[config.mk]
export PLATFORM = sky130hd
export DESIGN_NAME = cpu_clock_controller
export DESIGN_NICKNAME = d
export VERILOG_FILES = /design/src/rtl/cpu_clock_controller.sv
export SDC_FILE = /design/constraint.sdc
export NUM_CORES = 1
export LEC_CHECK = 0
export BUFFER_PORTS_ARGS = -buffer_cell sky130_fd_sc_hd__clkbuf_2
export CAP_MARGIN = 5
export CORE_ASPECT_RATIO = 1.5
export CORE_UTILIZATION = 25
export DETAILED_ROUTE_END_ITERATION = 10
export GPL_TIMING_DRIVEN = 0
export PLACE_DENSITY = 0.53
export SYNTH_ARGS = -nofsm -noshare
export SYNTH_HDL_FRONTEND = slang
export SYNTH_SLANG_ARGS = --single-unit
[constraint.sdc]
create_clock -name i_SYS_CLOCK -period 2.9 [get_ports i_SYS_CLOCK]
set_clock_uncertainty 0.15 [all_clocks]
set_input_delay 0.145 -clock i_SYS_CLOCK [delete_from_list [all_inputs] [get_ports i_SYS_CLOCK]]
set_output_delay 0.145 -clock i_SYS_CLOCK [all_outputs]
set_load 0.1 [all_outputs]
[src/rtl/cpu_clock_controller.sv]
// CPU clock generator: free-run, N-cycle step bursts and halt, with debounced buttons,
// PC breakpoint and glitch-free stop. Define CLOCK_CYCLE_COUNTER_EN to add o_CYCLE_COUNT.
module cpu_clock_controller #(
    parameter int CLOCK_DIVIDER     = 2,
    parameter int DEBOUNCE_CYCLES   = 4,
    parameter int STEP_COUNT_WIDTH  = 8,
    parameter int ADDRESS_WIDTH     = 4,
    parameter int CYCLE_COUNT_WIDTH = 32
) (
    input  logic                         i_SYS_CLOCK,
    input  logic                         i_RESET_n,
    input  logic                         i_HALT,
    input  logic                         i_MODE_TOGGLE,
    input  logic                         i_STEP,
    input  logic [STEP_COUNT_WIDTH-1:0]  i_STEP_COUNT,
    input  logic                         i_BREAK_ENABLE,
    input  logic [ADDRESS_WIDTH-1:0]     i_BREAK_ADDRESS,
    input  logic [ADDRESS_WIDTH-1:0]     i_PC,
`ifdef CLOCK_CYCLE_COUNTER_EN
    output logic [CYCLE_COUNT_WIDTH-1:0] o_CYCLE_COUNT,
`endif
    output logic                         o_CLOCK,
    output logic                         o_CLOCK_n,
    output logic                         o_TICK,
    output logic                         o_RUNNING,
    output logic                         o_HALTED,
    output logic                         o_BREAK_HIT
);
    localparam int PW = (CLOCK_DIVIDER > 1) ? $clog2(CLOCK_DIVIDER) : 1;
    localparam int DW = $clog2(DEBOUNCE_CYCLES + 1);

    typedef enum logic [1:0] {ST_IDLE, ST_RUN, ST_BURST, ST_HALTED} state_t;

    logic [1:0] raw_buttons;
    logic [1:0] press;
    logic       mode_press;
    logic       step_press;

    assign raw_buttons = {i_STEP, i_MODE_TOGGLE};
    assign mode_press  = press[0];
    assign step_press  = press[1];

    // The debounced level only moves once the synchronised sample has disagreed with it
    // for DEBOUNCE_CYCLES samples in a row; any agreeing sample restarts the count.
    genvar gi;
    generate
        for (gi = 0; gi < 2; gi++) begin : g_debounce
            logic          sync1_reg;
            logic          sync2_reg;
            logic          level_reg;
            logic          level_d_reg;
            logic [DW-1:0] stable_cnt_reg;

            always_ff @(posedge i_SYS_CLOCK or negedge i_RESET_n) begin
                if (!i_RESET_n) begin
                    sync1_reg      <= 1'b0;
                    sync2_reg      <= 1'b0;
                    level_reg      <= 1'b0;
                    level_d_reg    <= 1'b0;
                    stable_cnt_reg <= '0;
                end else begin
                    sync1_reg   <= raw_buttons[gi];
                    sync2_reg   <= sync1_reg;
                    level_d_reg <= level_reg;
                    if (sync2_reg == level_reg) begin
                        stable_cnt_reg <= '0;
                    end else if (stable_cnt_reg == DW'(DEBOUNCE_CYCLES - 1)) begin
                        level_reg      <= sync2_reg;
                        stable_cnt_reg <= '0;
                    end else begin
                        stable_cnt_reg <= stable_cnt_reg + DW'(1);
                    end
                end
            end

            assign press[gi] = level_reg & ~level_d_reg;
        end
    endgenerate

    state_t                      state_reg;
    logic [PW-1:0]               presc_reg;
    logic                        clk_reg;
    logic                        tick_reg;
    logic [STEP_COUNT_WIDTH-1:0] remaining_reg;
    logic                        stop_req_reg;
    logic                        bp_suppress_reg;
    logic                        break_hit_reg;
    logic                        terminal;
    logic                        is_run;

    assign terminal = (presc_reg == PW'(CLOCK_DIVIDER - 1));
    assign is_run   = (state_reg == ST_RUN);

    always_ff @(posedge i_SYS_CLOCK or negedge i_RESET_n) begin
        if (!i_RESET_n) begin
            state_reg       <= ST_IDLE;
            presc_reg       <= '0;
            clk_reg         <= 1'b0;
            tick_reg        <= 1'b0;
            remaining_reg   <= '0;
            stop_req_reg    <= 1'b0;
            bp_suppress_reg <= 1'b0;
            break_hit_reg   <= 1'b0;
        end else begin
            tick_reg <= 1'b0;
            case (state_reg)
                ST_IDLE: begin
                    presc_reg <= '0;
                    clk_reg   <= 1'b0;
                    if (mode_press) begin
                        state_reg       <= ST_RUN;
                        bp_suppress_reg <= 1'b1;
                        stop_req_reg    <= 1'b0;
                        break_hit_reg   <= 1'b0;
                    end else if (step_press) begin
                        state_reg     <= ST_BURST;
                        remaining_reg <= (i_STEP_COUNT == '0) ? STEP_COUNT_WIDTH'(1) : i_STEP_COUNT;
                        break_hit_reg <= 1'b0;
                    end
                end
                ST_RUN, ST_BURST: begin
                    if (is_run && mode_press)
                        stop_req_reg <= 1'b1;
                    if (!terminal) begin
                        presc_reg <= presc_reg + PW'(1);
                    end else begin
                        presc_reg <= '0;
                        if (clk_reg) begin
                            // Falling edge: never cut short, so stops only happen while low.
                            clk_reg <= 1'b0;
                            if (!is_run && remaining_reg == '0)
                                state_reg <= ST_IDLE;
                        end else if (i_HALT) begin
                            state_reg <= ST_HALTED;
                        end else if (is_run && stop_req_reg) begin
                            state_reg    <= ST_IDLE;
                            stop_req_reg <= 1'b0;
                        end else if (is_run && i_BREAK_ENABLE && (i_PC == i_BREAK_ADDRESS)
                                     && !bp_suppress_reg) begin
                            state_reg     <= ST_IDLE;
                            break_hit_reg <= 1'b1;
                        end else begin
                            clk_reg         <= 1'b1;
                            tick_reg        <= 1'b1;
                            bp_suppress_reg <= 1'b0;
                            if (!is_run)
                                remaining_reg <= remaining_reg - STEP_COUNT_WIDTH'(1);
                        end
                    end
                end
                default: begin
                    presc_reg <= '0;
                    clk_reg   <= 1'b0;
                end
            endcase
        end
    end

`ifdef CLOCK_CYCLE_COUNTER_EN
    logic [CYCLE_COUNT_WIDTH-1:0] cycle_count_reg;

    always_ff @(posedge i_SYS_CLOCK or negedge i_RESET_n) begin
        if (!i_RESET_n)
            cycle_count_reg <= '0;
        else if (tick_reg)
            cycle_count_reg <= cycle_count_reg + CYCLE_COUNT_WIDTH'(1);
    end

    assign o_CYCLE_COUNT = cycle_count_reg;
`endif

    assign o_CLOCK     = clk_reg;
    assign o_CLOCK_n   = ~clk_reg;
    assign o_TICK      = tick_reg;
    assign o_RUNNING   = (state_reg == ST_RUN) || (state_reg == ST_BURST);
    assign o_HALTED    = (state_reg == ST_HALTED);
    assign o_BREAK_HIT = break_hit_reg;

endmodule

==> results of run 1 <==
-- layout by cell type, fill, tap and decap left out, drive strengths merged, types with 7 or more instances in the layout --
| master | n |
|---|---|
| nand2 | 12 |
| ha | 7 |
| inv | 9 |
| o21ai | 7 |
| clkbuf | 36 |
| nor3 | 11 |
| dfrtp | 30 |
| a21oi | 9 |
-- logic make-up after synthesis --
kind of cell	share of synthesized area, %
XOR/XNOR	3.22
AND/OR/NAND/NOR	22.8
flip-flops	46.0
AO/OA/AOI/OAI	14.0
adder cells (fa/ha/maj)	5.37
multiplexers	4.68
buffers and inverters	3.91
-- per-layer routing --
metal,wire [µm],up-vias,share of wire (%),track usage [%]
met5,0,-,0,0
li1,-,670,-,-
met3,126,7,3.3,2.15
met1,1640,653,43,15.0
met2,2010,25,52,22.5
met4,72,0,1.9,5.61
-- through the flow --
stage / total power (W) / std cells / util (%) / instance area, µm² / worst slack, ps
2_1_floorplan: 0.000611 / 162 / - / 1630 / 126
3_3_place_gp: 0.000662 / 263 / 29.9 / 1860 / 588
3_5_place_dp: 0.000668 / 263 / 29.9 / 1860 / 556
4_1_cts: 0.00102 / 276 / 32.2 / 2000 / 537
5_1_grt: 0.00107 / 276 / 32.2 / 2000 / 370
6_report: 0.00101 / 276 / 32.2 / 2000 / 567
-- critical path, stage by stage (launching register included) --
cell,delay [ps]
dfrtp_1,390
inv_1,60
ha_1,310
buf_4,180
nor2b_1,190
a21oi_1,80
nor3_2,480
mux2_2,400
-- repair_timing --
item / CTS / global route
setup buffers: 0 / 0
hold buffers: 5 / 0
endpoints found under the hold margin: 34 / 0
-- path summary, 6_finish.rpt --
path / startpoint / endpoint / cells after the start
worst max-delay path: state_reg[0] / remaining_reg[0] / 7
worst min-delay path: i_STEP_COUNT[1] / remaining_reg[1] / 3
worst max register to register: state_reg[0] / remaining_reg[0] / 7
worst min register to register: g_debounce[0].sync1_reg / g_debounce[0].sync2_reg / 0
max in group asynchronous: i_RESET_n / g_debounce[1].level_d_reg / 2
min in group asynchronous: i_RESET_n / o_BREAK_HIT / 2
-- power by group through the flow --
stage | clock (W) | sequential (W) | combinational, W
after floorplan | 0 | 0.000503 | 0.000108
after global routing | 0.000374 | 0.000510 | 0.000184
after detailed placement | 0 | 0.000511 | 0.000157
final | 0.000348 | 0.000502 | 0.000161
after global placement | 0 | 0.000507 | 0.000155
after CTS | 0.000357 | 0.000503 | 0.000165
-- layout make-up --
cell class	count	area, µm²
sequential	30	751
clock inverter	1	5.00
clock buffer	7	86.3
tap	74	92.6
multi-input combinational	118	816
timing repair buffer	32	185
fill	675	4220
inverter	9	33.8
buffer	5	30.0
==> results.json, run 1 <==
{
  "power.share.clock_pct": 34.4,
  "crit_fanout": 9,
  "finalCritPeriodShare_pct": 80.5,
  "comb_power_share_pct": 15.9,
  "cp-end-kind": "flip-flop",
  "die_area_mm2": 0.00685,
  "grt-ovfl-total": 0,
  "rsz0062_at_grt": "no",
  "critPathLaunchType": "flip-flop",
  "rrSetupSlack_ps": 570,
  "syn_nets": 191,
  "p_sw_share_pct": 26.5,
  "yosysWarnings": 0,
  "ys_seq_elements": 30,
  "cts_tree": "done",
  "grt_max_degree": 31,
  "cts_made_buffers": 5,
  "synthMostInstantiatedCell": "dfrtp_1",
  "gr-usage-all-layers_pct": 12.9,
  "drc": 0,
  "avgSynthCellArea_um2": 10.1,
  "ios": 28,
  "htree_num_levels": 2,
  "hold_viol": 0,
  "max_freq_mhz": 429,
  "cts.clk_slew.worst_paths_ps": 60,
  "core_area_mm2": 0.00622,
  "vias": 1355,
  "synth-edff-count": 0,
  "power.leakage_nw": 0.882,
  "postCtsResizedCells": 0,
  "synth_flop_cell": "dfrtp_1",
  "seq_power_share_pct": 49.7,
  "p_int_w": 0.000743,
  "finalSetupTns_ps": 0,
  "antenna_left": 0,
  "grt_pass1_vias": 1445,
  "antenna_found_initial": 0,
  "period_needed_ps": 2330,
  "drt-pass1-iter-count": 4,
  "p_sw_w": 0.000268,
  "crit_required_ps": 2910,
  "diodes": 0,
  "ir_worst_vdd_mv": 0.361,
  "drt_iter0_drc": 59,
  "cts-root-buf": "clkbuf_8",
  "slew_violations": 0,
  "drive_gt1_share_pct": 24.3,
  "synthesis.area_mm2": 0.00163,
  "synth_top_cell_by_area": "dfrtp_1",
  "wire_per_inst_um": 13.9,
  "holdWs_ps": 31.0,
  "grt_first_pass_wirelength_um": 6650,
  "hp-class": "input port to flip-flop",
  "relSlewSlack_pct": 49.4,
  "cellPowerDensity_mw_per_mm2": 506,
  "start_util_pct": 26.2,
  "outcome": "finished clean",
  "fin_nets": 230,
  "synth_area_leaders": "dfrtp_1, ha_1, nor3_1, a21oi_1, nand2_1",
  "rows": 35,
  "vias_per_cell": 4.91,
  "die_x_um": 67.9,
  "yosysUniqueCellTypes": 45,
  "clock_path_buffers": 2,
  "cts.sinks": 30,
  "setup_viol": 0,
  "cp.arrival_ps": 2350,
  "port-buffer-count": 27,
  "syn2layout_area_growth_pct": 22.6,
  "wl_um": 3850,
  "tightest_slew_ps": 759,
  "gp_congestion": 0.792,
  "dp.final_hpwl_um": 2890,
  "clk_latency_ps": 290,
  "ys_seq_area_share_pct": 46.0,
  "synthCells": 162,
  "ys_top_cells_by_count": "dfrtp_1, nand2_1, nor3_1",
  "async_reset_ff_share_pct": 100,
  "netlist.area_leader.share_pct": 46.0,
  "largest_register_ffs": 8,
  "crit_type": "flip-flop to flip-flop",
  "fp.dieH_um": 101,
  "max_cap_viol_count": 0
}
No activity file was read; power rests on OpenSTA's default activity.
==> run 2: changes to the inputs <==
--- a/config.mk
+++ b/config.mk
@@ -11,7 +11,7 @@
 export CORE_UTILIZATION = 25
 export DETAILED_ROUTE_END_ITERATION = 10
 export GPL_TIMING_DRIVEN = 0
-export PLACE_DENSITY = 0.53
+export PLACE_DENSITY = 0.54
 export SYNTH_ARGS = -nofsm -noshare
 export SYNTH_HDL_FRONTEND = slang
 export SYNTH_SLANG_ARGS = --single-unit
==> constraint.sdc (replaced) <==
create_clock -name i_SYS_CLOCK -period 2.1 [get_ports i_SYS_CLOCK]
set_clock_uncertainty 0.15 [all_clocks]
set_input_delay 0.105 -clock i_SYS_CLOCK [delete_from_list [all_inputs] [get_ports i_SYS_CLOCK]]
set_output_delay 0.105 -clock i_SYS_CLOCK [all_outputs]
set_load 0.1 [all_outputs]
==> run 2 against run 1 <==
Against the previous run:
- highest routed layer unchanged
- global-route usage grew 0.30 points
- worst hold slack better by 16 ps
- total power grew 40%
- largest cell class unchanged
- critical path type unchanged
- first-iteration DRC count is 24% higher
==> results.json, run 2 (synthesized netlist as in run 1, its figures left out) <==
{
  "outcome": "finished clean",
  "max_cap_viol_count": 0,
  "port-buffer-count": 27,
  "grt_first_pass_wirelength_um": 6730,
  "setup_viol": 0,
  "core_area_mm2": 0.00622,
  "max_freq_mhz": 481,
  "drt-pass1-iter-count": 4,
  "slew_violations": 0,
  "cellPowerDensity_mw_per_mm2": 673,
  "comb_power_share_pct": 16.1,
  "n_fill_cell": 666,
  "start_util_pct": 26.2,
  "wl_um": 4050,
  "finalCritPeriodShare_pct": 99.0,
  "grt-ovfl-total": 0,
  "die_area_mm2": 0.00685,
  "p_sw_share_pct": 27.2,
  "cp-end-kind": "flip-flop",
  "cts.clk_slew.worst_paths_ps": 80,
  "grt_pass1_vias": 1474,
  "clk_latency_ps": 280,
  "tightest_slew_ps": 786,
  "cp_cell_sequence": "buf_6, or4_4, nor4_4, o31ai_2, nor2_2, mux2_4",
  "diodes": 0,
  "drive_gt1_share_pct": 30.9,
  "ff2ff_path_depth": 6,
  "relSlewSlack_pct": 47.6,
  "vias": 1402,
  "power.leakage_nw": 0.905,
  "rsz0062_at_grt": "yes",
  "rows": 35,
  "wire_per_inst_um": 14.4,
  "final_cell_mix": "clkbuf_2, dfrtp_1, nand2_1",
  "critPathCapture": "state_reg[1]",
  "seq_power_share_pct": 49.2,
  "ir_worst_vdd_mv": 0.450,
  "dp.final_hpwl_um": 2930,
  "die_x_um": 67.9,
  "fin_util_pct": 33.8,
  "crit_type": "flip-flop to flip-flop",
  "antenna_found_initial": 0,
  "power.share.clock_pct": 34.7,
  "critPathLaunchType": "flip-flop",
  "fin_nets": 235,
  "drt_iter0_drc": 73,
  "cts-root-buf": "clkbuf_8",
  "cts_made_buffers": 5,
  "cp.arrival_ps": 2090,
  "startpoint": "remaining_reg[2]",
  "clock_path_buffers": 2,
  "vias_per_cell": 4.99,
  "crit_required_ps": 2110,
  "cts_tree": "done",
  "cpPeakStageDelay_ps": 530,
  "gr-usage-all-layers_pct": 13.2,
  "syn2layout_area_growth_pct": 28.9,
  "antenna_left": 0,
  "slowest_stage": "or4_4",
  "hold_viol": 0,
  "crit_fanout": 5,
  "ios": 28,
  "timing.rr.end": "state_reg[1]",
  "rr_startpoint": "remaining_reg[2]",
  "p_sw_w": 0.000384,
  "htree_num_levels": 2,
  "p_int_w": 0.00103,
  "hp-class": "input port to flip-flop",
  "fp.dieH_um": 101,
  "cts.sinks": 30,
  "grt_max_degree": 31,
  "rrSetupSlack_ps": 20,
  "largest_register_ffs": 8,
  "period_needed_ps": 2080,
  "finalSetupTns_ps": 0,
  "drc": 0,
  "gp_congestion": 0.807
}
==> run 2: worst min-delay path by stage <==
stage	start	endpoint	depth (start not counted)
after floorplan	i_RESET_n	bp_suppress_reg	0
after global placement	i_RESET_n	g_debounce[1].stable_cnt_reg[1]	1
after detailed placement	i_MODE_TOGGLE	g_debounce[0].sync1_reg	1
after CTS	i_BREAK_ENABLE	o_BREAK_HIT	5
after global routing	i_BREAK_ENABLE	o_BREAK_HIT	5
final	i_BREAK_ENABLE	o_BREAK_HIT	5
==> run 2: what timing repair did <==
action                                  in CTS  in global routing
resized for setup                            4                  3
hold buffers                                 6                  0
endpoints found under the hold margin       35                  0
setup buffers                                1                  4
endpoints found under the setup margin       2                  6
pin swaps                                    3                  2
==> run 2: cell type report <==
type	instances	area, µm²	share of cell area (%)
Buffer	4	23.8	1.13
Clock buffer	7	86.3	4.11
Clock inverter	1	5.00	0.238
Inverter	9	37.5	1.79
Multi-Input combinational cell	118	867	41.3
Sequential cell	30	756	36.0
Tap cell	74	92.6	4.41
Timing Repair Buffer	38	233	11.1
==> run 2: power by group through the flow <==
stage               clock (W)  combinational [W]  sequential [W]
finish               0.000491           0.000227        0.000695
global placement            0           0.000214        0.000701
CTS                  0.000505           0.000231        0.000695
detailed placement          0           0.000222        0.000706
global route         0.000530           0.000256        0.000707
floorplan                   0           0.000149        0.000695
==> run 2: routing by layer <==
metal | part of all wire (%) | GRT usage (%)
met1 | 42 | 15.0
met2 | 54 | 23.5
met3 | 3.2 | 2.49
met4 | 0.86 | 5.29
met5 | 0 | 0
==> run 2: worst max-delay path, delay by kind of cell (launching register included) <==
kind | cells | cell delay (ps)
muxes | 1 | 320
DFF | 1 | 380
AOI/OAI and AO/OA | 1 | 100
buffers and inverters | 1 | 130
and+or+nand+nor | 3 | 880
==> run 2: per-stage QoR <==
stage / instances / worst slack (ps) / hold WS, ps / total power, W / instance area [µm²]
3_3_place_gp: 263 / -68.8 / 65.4 / 0.000915 / 1900
6_report: 281 / 20.0 / 47.4 / 0.00141 / 2100
4_1_cts: 278 / 0.0158 / 52.1 / 0.00143 / 2070
5_1_grt: 281 / -23.1 / 105 / 0.00149 / 2100
3_5_place_dp: 263 / -62.4 / 65.0 / 0.000928 / 1900
2_1_floorplan: 162 / -66.0 / -341 / 0.000843 / 1670
